==> src/rtl/tick_scheduler.sv <==
// Prescaled base tick plus NCH programmable periodic tick channels.
// Channel periods are loaded through a RUN/APPLY valid-ready handshake.
module tick_scheduler #(
    parameter int unsigned PRESCALE = 100000,
    parameter int unsigned NCH      = 4,
    parameter int unsigned PW       = 16,
    localparam int unsigned CW      = (NCH > 1) ? $clog2(NCH) : 1,
    localparam int unsigned PSW     = $clog2(PRESCALE)
) (
    input  logic          I_CLK,
    input  logic          rst,
    input  logic          pause,
    input  logic          cfg_valid,
    output logic          cfg_ready,
    input  logic [CW-1:0] cfg_ch,
    input  logic [PW-1:0] cfg_period,
    output logic          base_tick,
    output logic [NCH-1:0] tick
);

    localparam logic [PSW-1:0] PrescMax = PSW'(PRESCALE - 1);

    typedef enum logic {StRun, StApply} state_e;

    state_e state_q, state_d;

    logic [PSW-1:0] presc_q, presc_d;
    logic           base_q, base_d;
    logic [NCH-1:0] tick_q, tick_d;
    logic [PW-1:0]  period_q [NCH];
    logic [PW-1:0]  period_d [NCH];
    logic [PW-1:0]  cnt_q [NCH];
    logic [PW-1:0]  cnt_d [NCH];
    logic           accept;

    // FSM: state register
    always_ff @(posedge I_CLK) begin
        if (rst) begin
            state_q <= StRun;
        end else begin
            state_q <= state_d;
        end
    end

    // FSM: next state; APPLY always lasts exactly one cycle
    always_comb begin
        state_d = state_q;
        unique case (state_q)
            StRun:   if (cfg_valid) state_d = StApply;
            StApply: state_d = StRun;
        endcase
    end

    // FSM: outputs
    always_comb begin
        cfg_ready = (state_q == StRun);
    end

    assign accept = cfg_valid && (state_q == StRun);

    always_comb begin
        presc_d = presc_q;
        base_d  = 1'b0;
        tick_d  = '0;
        if (!pause) begin
            if (presc_q == PrescMax) begin
                presc_d = '0;
                base_d  = 1'b1;
            end else begin
                presc_d = presc_q + 1'b1;
            end
        end
        // Out-of-range cfg_ch matches no channel, so it is dropped here.
        for (int i = 0; i < NCH; i++) begin
            period_d[i] = period_q[i];
            cnt_d[i]    = cnt_q[i];
            if (accept && (int'(cfg_ch) == i)) begin
                period_d[i] = cfg_period;
                cnt_d[i]    = '0;
            end else if (period_q[i] == '0) begin
                cnt_d[i] = '0;
            end else if (base_q && !pause) begin
                if (cnt_q[i] == period_q[i] - 1'b1) begin
                    cnt_d[i]  = '0;
                    tick_d[i] = 1'b1;
                end else begin
                    cnt_d[i] = cnt_q[i] + 1'b1;
                end
            end
        end
    end

    always_ff @(posedge I_CLK) begin
        if (rst) begin
            presc_q <= '0;
            base_q  <= 1'b0;
            tick_q  <= '0;
            for (int i = 0; i < NCH; i++) begin
                period_q[i] <= '0;
                cnt_q[i]    <= '0;
            end
        end else begin
            presc_q <= presc_d;
            base_q  <= base_d;
            tick_q  <= tick_d;
            for (int i = 0; i < NCH; i++) begin
                period_q[i] <= period_d[i];
                cnt_q[i]    <= cnt_d[i];
            end
        end
    end

    assign base_tick = base_q;
    assign tick      = tick_q;

endmodule

==> config.mk <==
export PLATFORM = sky130hd
export DESIGN_NAME = tick_scheduler
export DESIGN_NICKNAME = d
export VERILOG_FILES = /design/src/rtl/tick_scheduler.sv
export SDC_FILE = /design/constraint.sdc
export NUM_CORES = 1
export LEC_CHECK = 0
export CORE_AREA = 10 10 125 127
export DETAILED_ROUTE_END_ITERATION = 10
export DIE_AREA = 0 0 135 137
export PLACE_DENSITY = 0.89
export SLEW_MARGIN = 20
export SYNTH_ARGS = -nofsm -noshare
export SYNTH_HDL_FRONTEND = slang
export SYNTH_SLANG_ARGS = --single-unit
==> constraint.sdc <==
create_clock -name I_CLK -period 3.3 [get_ports I_CLK]
set_input_delay 0.825 -clock I_CLK [delete_from_list [all_inputs] [get_ports I_CLK]]
set_output_delay 0.825 -clock I_CLK [all_outputs]
set_load 0.005 [all_outputs]
==> impl_metrics.ini, run 1 <==
[run_status]
outcome = completed

[drt]
drt-total-wl_um = 20020
avgViaCountPerCell = 5.988
detail_route.iter0.violations = 809
route.detailed.drc = 0
dr.pass1.iters = 6
detail-route-antenna-nets = 0
average_wire_length_per_cell_after_detail_routing_um = 16.28
count_of_vias_placed_by_the_detailed_router = 7365

[grt]
first_pass_grt_wire_length_um = 32680
number_of_global_route_vias_before_repair = 6806
initial_antenna_violation_count = 0
grt_start_max_net_pins = 25
global_route.usage.total_pct = 21.69
global_route.overflow_total = 0

[cts]
insertion_delay_ns = 0.43
cts.clk_slew.worst_paths_ns = 0.06
cts-resized-gates = 0
tritoncts.num_buffers = 17
tritoncts_clock_tree = done
cts.repair_timing.setup_buffer_count = 0
clock_sink_count = 151
ctsHtreeMaxLevel = 4
clock-root-buffer = clkbuf_16
hold_buffers = 0
ctsLongestPathBuffers = 2

[timing]
timing.clock.skew_ns = 0.009056
final_max_slew_viol_count = 0
rsz0062_at_grt = false
final-setup-viol-count = 0
highest_clock_frequency_the_design_can_meet_mhz = 343.6
fin_setup_tns_ns = 0
setup_slack_ns = 0.3894
post-route-min-period_ns = 2.911
layout_worst_path_cycle_share_pct = 88.20
timing.final.hold_violations = 0
relSlewSlack_pct = 47.41
slew_at_the_pin_with_the_worst_max_slew_slack_ns = 0.7787

[floorplanning]
dieArea_sq_mm = 0.01850
floorplan.initialDensity_pct = 61.32
io_pins = 28
rows = 42
core_sq_mm = 0.01309
die_h_um = 137
die_width_um = 135

[synth]
syn_warnings = 0
post-synth-top-area-cell = dfxtp_1
netlist_instances = 1026
syn_avg_cell_area_sq_um = 7.821
post-synth-top-area-fraction_pct = 37.67
synth.lib_cells_used.distinct = 61
synth-compound-area-share_pct = 11.27
syn-num-nets = 1057
mappedNetlistArea_sq_mm = 0.008024
synth_edf_count = 0
ys_async_sr_fraction_pct = 0
yosys-top-cells-count = nand2_1 (186), dfxtp_1 (151), nor2_1 (110)
synth-seq-area-share_pct = 37.67
synth_top_family_by_area = simple AND/OR/NAND/NOR gates
yosys_register_bits = 151
synth.area.top_cells = dfxtp_1 (38%), nand2_1 (8.7%), xnor2_1 (8.3%), xor2_1 (7.4%), nor2_1 (5.1%)
synthFlopType = dfxtp_1
synth-xor-area-share_pct = 16.00
synthAdderAreaFrac_pct = 1.403
synth.area.mux_share_pct = 0.7485
synth_simple_gate_area_share_pct = 29.60
yosysMostFrequentCell = nand2_1

[placed_design]
hpwl_um = 14020
pre_cts_setup_slack_ns = 0.3825
count_of_buffers_inserted_at_the_top_level_ports = 27
place.gp.congestion = 0.8652

[critical_path]
timing.critical_path.arrival_ns = 3.22
reg2reg_slack_ns = 0.39
critPathMaxFanout = 14
critical_path_required_ns = 3.61
rr_endpoint = cnt_q[1][7]
setup.worst_path.start = period_q[1][0]
rr_startpoint = period_q[1][0]
worst-r2r-cell-count = 7
critPathCaptureType = flop
worstSetupPathType = flop to flop
start_kind = flop
endpoint = cnt_q[1][7]

[finish]
n_antenna_cell = 0
syn2layout_area_growth_pct = 12.54
fin_nets = 1072
final_layout_size_suffix_gt1_share_pct = 6.167

[power_and_ir_drop]
peakVddDrop_v = 0.0004075
power.density_mw_per_mm2 = 468.4
leakagePower_nw = 3.220

[hold_path]
hold_path_depth = 2
hp-class = flop to flop

[flow_run]
cap_viol_max_count = 0
-- kinds of logic (layout without fill, tap and decap cells) --
kind of cell	after synthesis	in the layout
flip-flops	151	151
AO/OA/AOI/OAI	146	146
XOR/XNOR	145	145
adder cells (fa/ha/maj)	9	9
multiplexers	6	6
AND/OR/NAND/NOR	502	502
buffers and inverters	67	95
-- where the power goes --
part | total (W) | leakage [nW] | internal (W) | switching (W)
registers | 0.00189 | 1.22 | 0.00185 | 0.0000409
logic | 0.000465 | 1.73 | 0.000194 | 0.000271
clock network | 0.00187 | 0.274 | 0.00109 | 0.000782
total | 0.00423 | 3.22 | 0.00313 | 0.00109
-- cell type report --
class / count / area (sq um)
Clock buffer: 20 / 466.7
Clock inverter: 12 / 102.6
Fill cell: 1009 / 4055
Inverter: 19 / 71.32
Multi-Input combinational cell: 808 / 4741
Sequential cell: 151 / 3023
Tap cell: 176 / 220.2
Timing Repair Buffer: 44 / 405.4
-- state kept, by name, indices dropped and copies added (netlist names) --
name	count
cnt_q	64
period_q	64
presc_q	17
tick	4
base_tick	1
state_q	1
-- cell usage in the layout (no fill, tap or decap), types with 3 or more instances in the layout --
cell / instances
a211oi_1: 4
a21oi_1: 82
a31oi_1: 9
a41oi_1: 3
and2_1: 6
and3_1: 19
buf_4: 16
clkbuf_16: 17
clkbuf_8: 3
clkdlybuf4s50_1: 26
clkinv_2: 5
clkinvlp_4: 4
dfxtp_1: 151
ha_1: 9
inv_1: 19
mux2i_1: 6
nand2_1: 186
nand2b_1: 8
nand3_1: 39
nand3b_1: 3
nand4_1: 19
nand4b_1: 4
nor2_1: 110
nor2b_1: 7
nor3_1: 41
nor3b_1: 5
nor4_1: 19
nor4b_1: 5
o211ai_1: 3
o21ai_0: 14
o22ai_1: 3
o31ai_1: 3
or3_1: 11
or4_1: 8
xnor2_1: 76
xor2_1: 68
-- layer usage --
layer | global-route usage (%) | wire, um
met5 | 0 | 0
met4 | 9.450 | 551
met3 | 4.252 | 1341
met2 | 35.66 | 9584
met1 | 27.13 | 8546
-- worst min path at each step --
stage,startpoint,to
6_report,period_q[3][15],period_q[3][15]
3_5_place_dp,period_q[3][15],period_q[3][15]
2_1_floorplan,period_q[0][13],period_q[0][13]
5_1_grt,period_q[0][5],period_q[0][5]
3_3_place_gp,period_q[3][15],period_q[3][15]
4_1_cts,period_q[3][15],period_q[3][15]
-- critical path, stage by stage (launching register included) --
cell       delay [ns]
dfxtp_1          0.37
or4_4            0.57
or3_1            0.38
a2111oi_2        0.40
nand4_1          0.13
or4_4            0.53
o21bai_4         0.31
nor2_1           0.09
-- metrics by stage --
step / hold WS, ns / std cells / cell area (sq um) / utilization [%] / total power [W]
finish: 0.4832 / 1230 / 9030 / 69.01 / 0.004229
global route: 0.5131 / 1230 / 9030 / 69.01 / 0.004371
CTS: 0.4848 / 1230 / 9030 / 69.01 / 0.004229
detailed placement: 0.4766 / 1198 / 8461 / 64.66 / 0.002383
global placement: 0.4731 / 1198 / 8461 / 64.66 / 0.002369
floorplan: 0.4553 / 1026 / 8024 / - / 0.002245
(Power assumes the default switching activity.)
==> run 2: changes to the inputs <==
CTS_CLUSTER_SIZE = 40   (was unset)
==> results of run 2 <==
The final DEF is identical to that of run 1; final timing and power are the same.
==> run 3: changes to the inputs <==
CORE_AREA = 10 10 131 133   (was 10 10 125 127)
DIE_AREA = 0 0 141 143   (was 0 0 135 137)
PLACE_DENSITY = 0.85   (was 0.89)
clock period = 2.42 ns   (was 3.3 ns; I/O delays follow)
==> run 3 against run 2 <==
Against the previous run:
- the run now ends with negative setup slack left
- clock skew is essentially flat
- non-clock buffer count grew 82
- hold slack gained 0.019 ns
- sequential cell count is the same
- first-iteration DRC count shrank 25%
- critical endpoint is now cnt_q[1][6]
- setup slack lost 0.59 ns
- global-route usage shrank 1.5 points
- register-to-register slack lost 0.59 ns
- clock power grew 51%
- combinational power grew 78%
- power grew 47%
==> impl_metrics.ini, run 3 (synthesis gave the netlist of run 1 again) <==
[floorplanning]
dieArea_sq_mm = 0.02016
floorplan.initialDensity_pct = 55.63
die_width_um = 141
core_sq_mm = 0.01442
rows = 44
die_h_um = 143
io_pins = 28

[critical_path]
worstSetupPathType = flop to flop
worst-r2r-cell-count = 8
critPathCaptureType = flop
worst_path_most_repeated_cell = or4_4
timing.critical_path.arrival_ns = 2.94
path_cells = or4_4 -> or4b_4 -> mux2i_1 -> o21ai_1 -> or4_4 -> o21bai_4 -> buf_12 -> nor2_1
biggest_cell_delay_along_the_critical_path_ns = 0.55
start_kind = flop
critical_path_buf_inv_count = 1
crit_slowest_cell = or4_4
rr_startpoint = period_q[1][1]
reg2reg_slack_ns = -0.20
critPathMaxFanout = 14
critical_path_required_ns = 2.74
cp_top_family = simple AND/OR/NAND/NOR gates
rr_endpoint = cnt_q[1][6]

[cts]
insertion_delay_ns = 0.43
ctsLongestPathBuffers = 2
cts.clk_slew.worst_paths_ns = 0.06
tritoncts_clock_tree = done
clock-root-buffer = clkbuf_16
tritoncts.num_buffers = 17
ctsHtreeMaxLevel = 4
clock_sink_count = 151
hold_buffers = 0

[finish]
mostFrequentLayoutCell = nand2_1
reg_top3 = cnt_q (64), period_q (64), presc_q (17)
final_area_sq_mm = 0.01010
layout.cells.most_common_list = nand2_1 (186), dfxtp_1 (145), nor2_1 (103)
fin_nets = 1154
final_layout_size_suffix_gt1_share_pct = 17.87
num-fill-cells = 1023
syn2layout_area_growth_pct = 25.92
n_antenna_cell = 0

[power_and_ir_drop]
power_frac_clock_pct = 45.4
cell_internal_pwr_w = 0.004616
p_sw_w = 0.001593
power.density_mw_per_mm2 = 614.5
peakVddDrop_v = 0.0006002
sw_frac_of_total_pct = 25.65
seqPwrFrac_pct = 41.3
share_comb_of_total_power_pct = 13.4
leakagePower_nw = 3.743
final_total_pwr_w = 0.006209

[drt]
avgViaCountPerCell = 5.826
detail-route-antenna-nets = 0
met3_length_um = 1163
routedLengthMet1_um = 9115
detail_route.iter0.violations = 610
dr.pass1.iters = 5
routed.top_layer = met4
count_of_vias_placed_by_the_detailed_router = 7690
met2_wirelength_um = 10680
average_wire_length_per_cell_after_detail_routing_um = 16.49
route.detailed.drc = 0
drt-total-wl_um = 21770

[timing]
timing.final.hold_violations = 0
hold-worst-slack_ns = 0.5017
final_max_slew_viol_count = 0
slew_at_the_pin_with_the_worst_max_slew_slack_ns = 0.7112
timing.clock.skew_ns = 0.008749
highest_clock_frequency_the_design_can_meet_mhz = 382.2
setup_slack_ns = -0.1965
post-route-min-period_ns = 2.617
layout_worst_path_cycle_share_pct = 108.1
final-setup-viol-count = 33
relSlewSlack_pct = 52.22
rsz0062_at_grt = true

[flow_run]
cap_viol_max_count = 0

[grt]
grt_start_max_net_pins = 34
initial_antenna_violation_count = 0
first_pass_grt_wire_length_um = 33670
global_route.usage.total_pct = 20.16
number_of_global_route_vias_before_repair = 7078
global_route.overflow_total = 0

[placed_design]
place.gp.congestion = 0.9527
hpwl_um = 14410
count_of_buffers_inserted_at_the_top_level_ports = 27
placedInstanceArea_sq_mm = 0.009136

[run_status]
failed_checks = negative setup slack
outcome = finished, violations left

[hold_path]
hold_path_depth = 2
hp-start = period_q[0][13]
min_to = period_q[0][13]
hp-class = flop to flop
-- run 3: cell types whose count changed in the layout (fill, tap and decap cells not counted), sizes merged --
cell,delta
clkinv,-4
clkinvlp,-2
inv,+4
buf,+82
bufinv,+2
-- run 3: power by group through the flow --
stage / registers, W / logic, W / clock network (W)
finish: 0.00256 / 0.000830 / 0.00282
global placement: 0.00261 / 0.000722 / 0
detailed placement: 0.00261 / 0.000739 / 0
floorplan: 0.00261 / 0.000468 / 0
CTS: 0.00256 / 0.000754 / 0.00284
global route: 0.00257 / 0.000893 / 0.00293
-- run 3: metrics by stage --
step | instances | worst slack (ns) | util (%) | setup TNS [ns]
finish | 1320 | -0.1965 | 70.05 | -4.497
global route | 1320 | -0.2566 | 70.05 | -7.398
CTS | 1317 | -0.2072 | 67.82 | -3.188
detailed placement | 1284 | -0.1902 | 63.34 | -3.338
global placement | 1284 | -0.1392 | 63.34 | -2.119
floorplan | 1026 | -0.1451 | - | -1.642
-- run 3: worst max-delay path by stage --
| stage | start | depth (start not counted) | slack, ns | to |
|---|---|---|---|---|
| 2_1_floorplan | period_q[1][1] | 8 | -0.15 | cnt_q[1][11] |
| 3_3_place_gp | period_q[1][1] | 8 | -0.14 | cnt_q[1][15] |
| 6_report | period_q[1][1] | 8 | -0.20 | cnt_q[1][6] |
| 4_1_cts | period_q[1][1] | 8 | -0.21 | cnt_q[1][6] |
| 3_5_place_dp | period_q[1][1] | 8 | -0.19 | cnt_q[1][3] |
| 5_1_grt | period_q[1][1] | 8 | -0.26 | cnt_q[1][7] |
-- run 3: final cells by class --
type | instances | area (sq um) | share of cell area, %
inverter | 19 | 73.82 | 0.7307
clock buffer | 20 | 466.7 | 4.619
multi-input combinational | 808 | 5094 | 50.42
tap | 184 | 230.2 | 2.279
sequential | 151 | 3035 | 30.04
timing repair buffer | 126 | 1041 | 10.30
clock inverter | 12 | 162.7 | 1.610
-- run 3: metal layers --
layer	GRT usage, %	vias to the layer above
met5	0	-
met4	9.457	0
met3	4.179	76
met2	33.92	256
met1	24.12	3644
li1	-	3714
-- run 3: repair_timing --
item,CTS,global route
pin swaps,1,40
gates resized for setup,2,70
cloned,0,2
hold endpoints to repair,0,0
setup buffers,1,1
setup endpoints to repair,34,64
-- run 3: tightest hold or removal path, stage by stage (launching register included) --
cell and delay [ns]:
dfxtp_1 0.34, nand2_1 0.06, a21oi_1 0.05
